$ cat src/rtl/lacc_mem_bridge.sv
// lacc_mem_bridge: buffers accelerator memory requests, issues them on the
// split request/response memory bus with a bounded number in flight, and
// returns read data in order. Write responses are absorbed here; a flush
// drops queued requests and silences every read still in flight.
module lacc_mem_bridge #(
    parameter int REQ_DEPTH   = 4,
    parameter int OUTSTANDING = 4
) (
    input  logic        clk,
    input  logic        rst,
    input  logic        lacc_flush,
    input  logic        lacc_data_valid,
    output logic        lacc_data_ready,
    input  logic [31:0] lacc_data_addr,
    input  logic        lacc_data_read,
    input  logic [31:0] lacc_data_wdata,
    input  logic [1:0]  lacc_data_size,
    output logic        lacc_drsp_valid,
    output logic [31:0] lacc_drsp_rdata,
    output logic        mem_req_valid,
    input  logic        mem_req_ready,
    output logic [31:0] mem_req_addr,
    output logic        mem_req_we,
    output logic [31:0] mem_req_wdata,
    output logic [3:0]  mem_req_wstrb,
    input  logic        mem_rsp_valid,
    input  logic [31:0] mem_rsp_rdata
);

    localparam int RPW = $clog2(REQ_DEPTH);
    localparam int RCW = $clog2(REQ_DEPTH) + 1;
    localparam int TPW = (OUTSTANDING > 1) ? $clog2(OUTSTANDING) : 1;
    localparam int TCW = $clog2(OUTSTANDING) + 1;

    // Request FIFO storage
    logic [31:0]    fifoAddr_q  [REQ_DEPTH];
    logic           fifoRead_q  [REQ_DEPTH];
    logic [31:0]    fifoWdata_q [REQ_DEPTH];
    logic [1:0]     fifoSize_q  [REQ_DEPTH];
    logic [RPW-1:0] wrPtr_q, wrPtr_d;
    logic [RPW-1:0] rdPtr_q, rdPtr_d;
    logic [RCW-1:0] count_q, count_d;

    // Tag FIFO: one read/write bit per issued memory transaction
    logic           tagRead_q [OUTSTANDING];
    logic [TPW-1:0] tagWrPtr_q, tagWrPtr_d;
    logic [TPW-1:0] tagRdPtr_q, tagRdPtr_d;
    logic [TCW-1:0] inflight_q, inflight_d;
    logic [TCW-1:0] readCount_q, readCount_d;
    logic [TCW-1:0] discard_q, discard_d;

    logic           drspValid_q, drspValid_d;
    logic [31:0]    drspRdata_q, drspRdata_d;

    logic           reqFull;
    logic           reqEmpty;
    logic           enq;
    logic           issue;
    logic           rspPop;
    logic           popIsRead;
    logic           headRead;
    logic [31:0]    headAddr;
    logic [31:0]    headWdata;
    logic [1:0]     headSize;
    logic [1:0]     headOff;

    assign reqFull         = (count_q == RCW'(REQ_DEPTH));
    assign reqEmpty        = (count_q == '0);
    assign lacc_data_ready = ~reqFull & ~lacc_flush;
    assign enq             = lacc_data_valid & lacc_data_ready;

    assign headAddr  = fifoAddr_q[rdPtr_q];
    assign headRead  = fifoRead_q[rdPtr_q];
    assign headWdata = fifoWdata_q[rdPtr_q];
    assign headSize  = fifoSize_q[rdPtr_q];
    assign headOff   = headAddr[1:0];

    assign mem_req_valid = ~reqEmpty & (inflight_q < TCW'(OUTSTANDING)) & ~lacc_flush;
    assign mem_req_addr  = {headAddr[31:2], 2'b00};
    assign mem_req_we    = ~headRead;
    assign issue         = mem_req_valid & mem_req_ready;

    // Responses with nothing in flight are protocol violations and are dropped
    assign rspPop    = mem_rsp_valid & (inflight_q != '0);
    assign popIsRead = tagRead_q[tagRdPtr_q];

    assign lacc_drsp_valid = drspValid_q;
    assign lacc_drsp_rdata = drspRdata_q;

    // Place the head entry's write data and strobes into their byte lanes
    always_comb begin
        mem_req_wstrb = 4'b1111;
        mem_req_wdata = headWdata;
        case (headSize)
            2'd0: begin
                mem_req_wstrb = 4'b0001 << headOff;
                mem_req_wdata = {24'h0, headWdata[7:0]} << {headOff, 3'b000};
            end
            2'd1: begin
                mem_req_wstrb = 4'b0011 << {headOff[1], 1'b0};
                mem_req_wdata = {16'h0, headWdata[15:0]} << {headOff[1], 4'b0000};
            end
            default: begin
                mem_req_wstrb = 4'b1111;
                mem_req_wdata = headWdata;
            end
        endcase
        if (headRead) begin
            mem_req_wstrb = 4'b0000;
        end
    end

    // Next-state for FIFO pointers, in-flight tracking, discard and response
    always_comb begin
        wrPtr_d     = wrPtr_q;
        rdPtr_d     = rdPtr_q;
        count_d     = count_q;
        tagWrPtr_d  = tagWrPtr_q;
        tagRdPtr_d  = tagRdPtr_q;
        inflight_d  = inflight_q;
        readCount_d = readCount_q;
        discard_d   = discard_q;
        drspValid_d = 1'b0;
        drspRdata_d = drspRdata_q;

        if (lacc_flush) begin
            wrPtr_d = '0;
            rdPtr_d = '0;
            count_d = '0;
        end else begin
            if (enq) begin
                wrPtr_d = wrPtr_q + RPW'(1);
            end
            if (issue) begin
                rdPtr_d = rdPtr_q + RPW'(1);
            end
            case ({enq, issue})
                2'b10:   count_d = count_q + RCW'(1);
                2'b01:   count_d = count_q - RCW'(1);
                default: count_d = count_q;
            endcase
        end

        if (issue) begin
            tagWrPtr_d = (tagWrPtr_q == TPW'(OUTSTANDING - 1)) ? '0 : tagWrPtr_q + TPW'(1);
        end
        if (rspPop) begin
            tagRdPtr_d = (tagRdPtr_q == TPW'(OUTSTANDING - 1)) ? '0 : tagRdPtr_q + TPW'(1);
        end

        case ({issue, rspPop})
            2'b10:   inflight_d = inflight_q + TCW'(1);
            2'b01:   inflight_d = inflight_q - TCW'(1);
            default: inflight_d = inflight_q;
        endcase

        readCount_d = readCount_q + TCW'(issue & headRead) - TCW'(rspPop & popIsRead);

        // Every read still in flight after this cycle's response gets silenced
        if (lacc_flush) begin
            discard_d = readCount_q - TCW'(rspPop & popIsRead);
        end else if (rspPop & popIsRead & (discard_q != '0)) begin
            discard_d = discard_q - TCW'(1);
        end

        if (rspPop & popIsRead & (discard_q == '0) & ~lacc_flush) begin
            drspValid_d = 1'b1;
            drspRdata_d = mem_rsp_rdata;
        end
    end

    // Control state register with synchronous reset
    always_ff @(posedge clk) begin
        if (rst) begin
            wrPtr_q     <= '0;
            rdPtr_q     <= '0;
            count_q     <= '0;
            tagWrPtr_q  <= '0;
            tagRdPtr_q  <= '0;
            inflight_q  <= '0;
            readCount_q <= '0;
            discard_q   <= '0;
            drspValid_q <= 1'b0;
            drspRdata_q <= '0;
        end else begin
            wrPtr_q     <= wrPtr_d;
            rdPtr_q     <= rdPtr_d;
            count_q     <= count_d;
            tagWrPtr_q  <= tagWrPtr_d;
            tagRdPtr_q  <= tagRdPtr_d;
            inflight_q  <= inflight_d;
            readCount_q <= readCount_d;
            discard_q   <= discard_d;
            drspValid_q <= drspValid_d;
            drspRdata_q <= drspRdata_d;
        end
    end

    // Payload storage; validity is tracked by the counters, so no reset needed
    always_ff @(posedge clk) begin
        if (enq) begin
            fifoAddr_q[wrPtr_q]  <= lacc_data_addr;
            fifoRead_q[wrPtr_q]  <= lacc_data_read;
            fifoWdata_q[wrPtr_q] <= lacc_data_wdata;
            fifoSize_q[wrPtr_q]  <= lacc_data_size;
        end
        if (issue) begin
            tagRead_q[tagWrPtr_q] <= headRead;
        end
    end

endmodule

$ cat config.mk
export PLATFORM = sky130hd
export DESIGN_NAME = lacc_mem_bridge
export DESIGN_NICKNAME = d
export VERILOG_FILES = /design/src/rtl/lacc_mem_bridge.sv
export SDC_FILE = /design/constraint.sdc
export NUM_CORES = 1
export LEC_CHECK = 0
export CAP_MARGIN = 30
export CORE_ASPECT_RATIO = 1.1
export CORE_MARGIN = 2
export CORE_UTILIZATION = 40
export CTS_CLUSTER_SIZE = 12
export DETAILED_ROUTE_END_ITERATION = 16
export HOLD_SLACK_MARGIN = 0.08
export PLACE_DENSITY = 0.74
export SYNTH_ARGS = -nofsm -noshare
export SYNTH_HDL_FRONTEND = slang
export SYNTH_SLANG_ARGS = --single-unit
$ cat constraint.sdc
create_clock -name clk -period 8.05 [get_ports clk]
set_clock_uncertainty 0.15 [all_clocks]
set_input_delay 2.0125 -clock clk [delete_from_list [all_inputs] [get_ports clk]]
set_output_delay 2.0125 -clock clk [all_outputs]
set_load 0.05 [all_outputs]
==> reports/summary.json, run 1 <==
{
  "routing": {
    "detail_route.first_pass.iterations": 4,
    "drt_iter0_markers": 459,
    "final_antenna_net_count": 0,
    "post_drt_wl_per_cell_um": 19.4,
    "remaining_design_rule_violation_count": 0,
    "drt-vias-per-instance": 5.04,
    "postRouteWirelength_mm": 26.7,
    "via_count": 6949
  },
  "synthesis": {
    "fraction_of_the_yosys_area_taken_by_sequential_cells_pct": 73.1,
    "yosys_warnings": 0,
    "synth_ff_type": "sky130_fd_sc_hd__edfxtp_1",
    "post_synthesis_cell_area_mm2": 0.0127,
    "yosys_register_bits": 329,
    "synth-async-reset-ratio_pct": 0,
    "syn_inst": 718,
    "post_synth_num_cell_types": 45,
    "syn-mean-instance-area_um2": 17.7,
    "synth_edf_count": 272
  },
  "cts": {
    "cts-htree-levels": 2,
    "cts.sinks": 329,
    "cts_tree": "built",
    "number_of_buffers_added_by_the_clock_tree_synthesis_step": 36,
    "insertion_delay_ns": 0.51,
    "ctsHoldBuffers": 0,
    "post_cts_setup_buffer_count": 0,
    "clk_transition_reported_paths_ns": 0.06,
    "cts_max_path_buffers": 3,
    "cts_resized": 0,
    "ctsRootBufferMaster": "sky130_fd_sc_hd__clkbuf_16"
  },
  "timing": {
    "timing.setup.tns_ns": 0,
    "fraction_of_the_cycle_the_final_worst_path_needs_pct": 73.8,
    "finalHoldViolCount": 0,
    "tightest_slew_ns": 0.896,
    "timing_max_transition_violations_final": 0,
    "fin_worst_hold_slack_ns": 0.300,
    "fmax_mhz": 168,
    "grt_setup_unrepaired": "no",
    "max-slew-margin-rel_pct": 40.2,
    "setup_violations": 0,
    "final_period_minus_worst_setup_slack_ns": 5.94
  },
  "floorplanning": {
    "placement_rows": 68,
    "die-width_um": 174,
    "chipHeight_um": 191,
    "boundaryPins": 209,
    "core-area_mm2": 0.0314,
    "floorplan.initialDensity_pct": 40.6,
    "floorplan.die_area_mm2": 0.0333
  },
  "power": {
    "pwr_density_cell_mw_per_mm2": 228,
    "power.ir.vdd_worst_v": 0.000204,
    "leakagePower_nw": 5.31,
    "total_power_of_the_final_layout_mw": 3.75
  },
  "finish": {
    "layout-area-overhead-vs-synth_pct": 28.9,
    "share_of_final_layout_standard_cells_stronger_than_drive_strength_1_pct": 14.2,
    "sequential_cell_area_mm2": 0.00932,
    "final_nets": 1060,
    "mostFrequentLayoutCells": "272 x sky130_fd_sc_hd__edfxtp_1, 206 x sky130_fd_sc_hd__clkdlybuf4s50_1, 84 x sky130_fd_sc_hd__nand2_1",
    "layout.cells.most_common": "sky130_fd_sc_hd__edfxtp_1",
    "multi_input_comb_area_mm2": 0.00315,
    "finish.utilization_pct": 52.3,
    "filler_cell_count": 2475
  },
  "worst_setup_path": {
    "critical_path_required_ns": 5.89,
    "critical_path.slowest_cell": "sky130_fd_sc_hd__clkdlybuf4s50_1",
    "crit_path_max_incr_delay_ns": 0.87,
    "timing.critical_path.to_type": "primary output",
    "worstPathCellList": "mux4_2, and4bb_1, a22oi_2, nand2_1, clkdlybuf4s50_1",
    "critical_path.top_delay_family": "buffers and inverters",
    "path_buf_inv": 1,
    "worst_ep_arrival_time_ns": 3.78,
    "crit_type": "reg2out",
    "crit_path_start_kind": "flop",
    "cp_max_fo": 23
  },
  "place": {
    "port_buffers": 206,
    "dp_hpwl_mm": 17.5,
    "globalplace.congestion": 0.771
  },
  "grt": {
    "grt_antenna_before_repair": 4,
    "grt_pass1_vias": 7244,
    "grt_overflow": 0,
    "track_usage_pct": 16.2,
    "largest_net_degree_at_the_start_of_global_routing": 56,
    "global_route_wire_length_before_repair_mm": 41.1
  },
  "min_path": {
    "type_of_the_tightest_min_delay_check": "reg2reg"
  },
  "run": {
    "cap_viol_max_count": 0
  },
  "run_status": {
    "result_of_the_run": "complete, no violations"
  }
}
registers in the layout (all words and copies together) (netlist names), 4 cells and up, named ones only:
signal	count
fifoSize_q	8
lacc_drsp_rdata	32
fifoWdata_q	128
fifoRead_q	4
fifoAddr_q	128
tagRead_q	4
layout make-up:
class	count	share of cell area, %
Clock inverter	16	1.22
Multi-Input combinational cell	328	19.2
Timing Repair Buffer	216	13.3
Clock buffer	42	5.75
Tap cell	420	3.20
Antenna cell	3	0.0457
Inverter	24	0.549
Sequential cell	329	56.7
tightest hold or removal path, stage by stage, from the launching register on:
cell	delay, ns
sky130_fd_sc_hd__dfxtp_1	0.30
sky130_fd_sc_hd__nand2_1	0.05
sky130_fd_sc_hd__a21oi_1	0.05
Yosys cell counts, types with 2 or more instances:
master,number,area share [%]
sky130_fd_sc_hd__or3_1,4,0.20
sky130_fd_sc_hd__buf_2,11,0.43
sky130_fd_sc_hd__xor2_1,6,0.41
sky130_fd_sc_hd__a22oi_2,6,0.59
sky130_fd_sc_hd__o21ai_0,5,0.20
sky130_fd_sc_hd__mux4_1,2,0.41
sky130_fd_sc_hd__ha_1,17,1.7
sky130_fd_sc_hd__nand2_1,84,2.5
sky130_fd_sc_hd__inv_1,23,0.68
sky130_fd_sc_hd__buf_4,2,0.12
sky130_fd_sc_hd__buf_1,3,0.088
sky130_fd_sc_hd__and2_1,18,0.88
sky130_fd_sc_hd__a22oi_1,2,0.12
sky130_fd_sc_hd__and3_1,3,0.15
sky130_fd_sc_hd__a22o_1,16,1.1
sky130_fd_sc_hd__a21oi_1,45,1.8
sky130_fd_sc_hd__fa_1,3,0.47
sky130_fd_sc_hd__buf_6,3,0.27
sky130_fd_sc_hd__edfxtp_1,272,64
sky130_fd_sc_hd__nand2b_1,2,0.098
sky130_fd_sc_hd__nor2_1,19,0.56
sky130_fd_sc_hd__clkbuf_1,18,0.53
sky130_fd_sc_hd__a21o_1,4,0.24
sky130_fd_sc_hd__nor3_1,2,0.079
sky130_fd_sc_hd__mux2i_1,3,0.24
sky130_fd_sc_hd__xnor2_1,5,0.34
sky130_fd_sc_hd__mux4_2,66,12
sky130_fd_sc_hd__dfxtp_1,57,9.0
layer usage:
metal	GRT usage, %	vias up	part of all wire [%]
li1	-	3202	-
met2	26.7	246	48
met1	20.4	3445	42
met5	0	-	0.13
met3	5.33	50	8.1
met4	5.14	6	2.1
logic make-up after synthesis:
logic type	after synthesis	share of synthesized area (%)
flip-flops	329	73.1
AND/OR/NAND/NOR	142	5.15
AO/OA/AOI/OAI	82	4.26
multiplexers	71	12.3
buffers and inverters	62	2.26
adder cells (fa/ha/maj)	20	2.14
XOR/XNOR	11	0.756
other	1	0.0294
report_power, final:
part	leakage, nW	internal (mW)	switching, mW
clock	0.558	0.968	0.631
sequential	2.93	1.87	0.00774
combinational	1.82	0.114	0.158
metrics by stage:
stage               cells  setup WS [ns]  instance area [um2]
floorplan             719           2.59                12700
global placement     1313           2.11                15200
detailed placement   1316           2.12                15300
CTS                  1374           1.99                16400
global route         1375           1.82                16400
finish               1378           2.11                16400
path summary, 6_finish.rpt:
kind                                     from                               end  slack (ns)  cells after the start
max                                      flop                 mem_req_wdata[28]        2.11                      5
min          lacc_drsp_rdata[18]$_SDFFE_PP0P_  lacc_drsp_rdata[18]$_SDFFE_PP0P_        0.30                      2
max reg2reg           count_q[2]$_SDFFE_PP0P_         readCount_q[2]$_SDFF_PP0_        5.14                     12
min reg2reg  lacc_drsp_rdata[18]$_SDFFE_PP0P_  lacc_drsp_rdata[18]$_SDFFE_PP0P_        0.30                      2
Note: power is estimated with default switching activity, not from simulation.
==> inputs of run 2 (changes only) <==
PLACE_DENSITY = 0.76   (was 0.74)
clock period = 4.8 ns   (was 8.05 ns; I/O delays follow)
==> reports/summary.json, run 2 (synthesis results as in run 1) <==
{
  "run_status": {
    "result_of_the_run": "complete, no violations"
  },
  "timing": {
    "fmax_mhz": 220,
    "fraction_of_the_cycle_the_final_worst_path_needs_pct": 94.9,
    "timing.setup.tns_ns": 0,
    "max-slew-margin-rel_pct": 62.4,
    "grt_setup_unrepaired": "no",
    "tightest_slew_ns": 0.564,
    "finalHoldViolCount": 0,
    "timing.final.ws_setup_ns": 0.245,
    "timing_max_transition_violations_final": 0,
    "final_period_minus_worst_setup_slack_ns": 4.56,
    "setup_violations": 0
  },
  "worst_setup_path": {
    "worst_ep_arrival_time_ns": 3.21,
    "critical_path_required_ns": 3.45,
    "r2r_setup_slack_ns": 1.67,
    "r2r_cells": 11,
    "timing.critical_path.to_type": "primary output",
    "cp_max_fo": 23,
    "crit_path_start_kind": "flop",
    "crit_type": "reg2out"
  },
  "finish": {
    "mostFrequentLayoutCells": "272 x sky130_fd_sc_hd__edfxtp_1, 176 x sky130_fd_sc_hd__clkdlybuf4s50_1, 84 x sky130_fd_sc_hd__nand2_1",
    "filler_cell_count": 2434,
    "share_of_final_layout_standard_cells_stronger_than_drive_strength_1_pct": 18.6,
    "final_nets": 1073,
    "finish.utilization_pct": 53.3,
    "layout-area-overhead-vs-synth_pct": 31.3,
    "layout.cells.most_common": "sky130_fd_sc_hd__edfxtp_1"
  },
  "power": {
    "power.ir.vdd_worst_v": 0.000273,
    "leakagePower_nw": 5.49,
    "pwr_density_cell_mw_per_mm2": 372
  },
  "cts": {
    "cts-htree-levels": 2,
    "cts_tree": "built",
    "ctsRootBufferMaster": "sky130_fd_sc_hd__clkbuf_16",
    "insertion_delay_ns": 0.52,
    "cts_resized": 0,
    "cts_max_path_buffers": 3,
    "number_of_buffers_added_by_the_clock_tree_synthesis_step": 36,
    "ctsHoldBuffers": 0,
    "cts.sinks": 329,
    "post_cts_setup_buffer_count": 0,
    "clk_transition_reported_paths_ns": 0.06
  },
  "place": {
    "globalplace.congestion": 0.809,
    "port_buffers": 206,
    "dp_hpwl_mm": 18.4,
    "post-place-ws_ns": 0.724
  },
  "floorplanning": {
    "floorplan.initialDensity_pct": 40.6,
    "placement_rows": 68,
    "die-width_um": 174,
    "core-area_mm2": 0.0314,
    "boundaryPins": 209,
    "floorplan.die_area_mm2": 0.0333,
    "chipHeight_um": 191
  },
  "min_path": {
    "holdPathStages": 2,
    "type_of_the_tightest_min_delay_check": "reg2reg"
  },
  "routing": {
    "detail_route.first_pass.iterations": 7,
    "drt_iter0_markers": 365,
    "postRouteWirelength_mm": 26.6,
    "remaining_design_rule_violation_count": 0,
    "drt-vias-per-instance": 5.05,
    "post_drt_wl_per_cell_um": 19.2,
    "via_count": 7013,
    "final_antenna_net_count": 0
  },
  "grt": {
    "grt_antenna_before_repair": 3,
    "grt_pass1_vias": 7164,
    "global_route_wire_length_before_repair_mm": 41.0,
    "largest_net_degree_at_the_start_of_global_routing": 47,
    "track_usage_pct": 16.1,
    "grt_overflow": 0
  },
  "run": {
    "cap_viol_max_count": 0
  }
}
run 2: cell count changes in the layout (fill, tap and decap cells not counted), sizes merged, moves of 3 or more:
| cell | delta |
|---|---|
| buf | +44 |
| clkdlybuf4s50 | -30 |
| clkbuf | +3 |
| clkinv | -3 |
run 2: where the power goes:
part,switching (mW),internal (mW)
Combinational,0.274,0.223
Sequential,0.0128,3.13
Clock,1.04,1.54
run 2: layout make-up:
| class | count | area, um2 | share of cell area, % |
|---|---|---|---|
| tap | 420 | 526 | 3.14 |
| antenna | 1 | 2.50 | 0.0150 |
| clock buffer | 46 | 968 | 5.79 |
| sequential | 329 | 9320 | 55.7 |
| inverter | 24 | 90.1 | 0.539 |
| multi-input combinational | 328 | 3150 | 18.9 |
| timing repair buffer | 229 | 2520 | 15.1 |
| clock inverter | 13 | 143 | 0.853 |
run 2: metal layers:
layer	routed length, um	vias up	part of all wire, %	track usage, %
li1	-	3221	-	-
met1	10400	3459	39	19.3
met2	13200	284	49	27.5
met3	2450	45	9.2	5.69
met4	568	4	2.1	4.72
met5	27	-	0.10	0
run 2: path summary, 6_finish.rpt:
path                                   start                         endpoint
max                                     flop                 mem_req_wdata[3]
min          lacc_drsp_rdata[4]$_SDFFE_PP0P_  lacc_drsp_rdata[4]$_SDFFE_PP0P_
min reg2reg  lacc_drsp_rdata[4]$_SDFFE_PP0P_  lacc_drsp_rdata[4]$_SDFFE_PP0P_
max reg2reg                             flop        readCount_q[2]$_SDFF_PP0_
run 2: per-stage QoR:
step	hold slack (ns)	power, mW	std cells	cell area [um2]
after floorplan	0.309	3.45	719	12700
after global placement	0.291	3.70	1330	15600
after detailed placement	0.297	3.70	1330	15600
after CTS	0.305	6.29	1389	16700
after global routing	0.324	6.43	1389	16700
final	0.303	6.22	1390	16700
run 2: worst max-delay path, stage by stage (launching register included):
cell and delay, ns:
sky130_fd_sc_hd__dfxtp_4 0.56, sky130_fd_sc_hd__mux4_2 0.82, sky130_fd_sc_hd__a21o_1 0.37, sky130_fd_sc_hd__and2_1 0.22
sky130_fd_sc_hd__clkdlybuf4s50_1 0.71
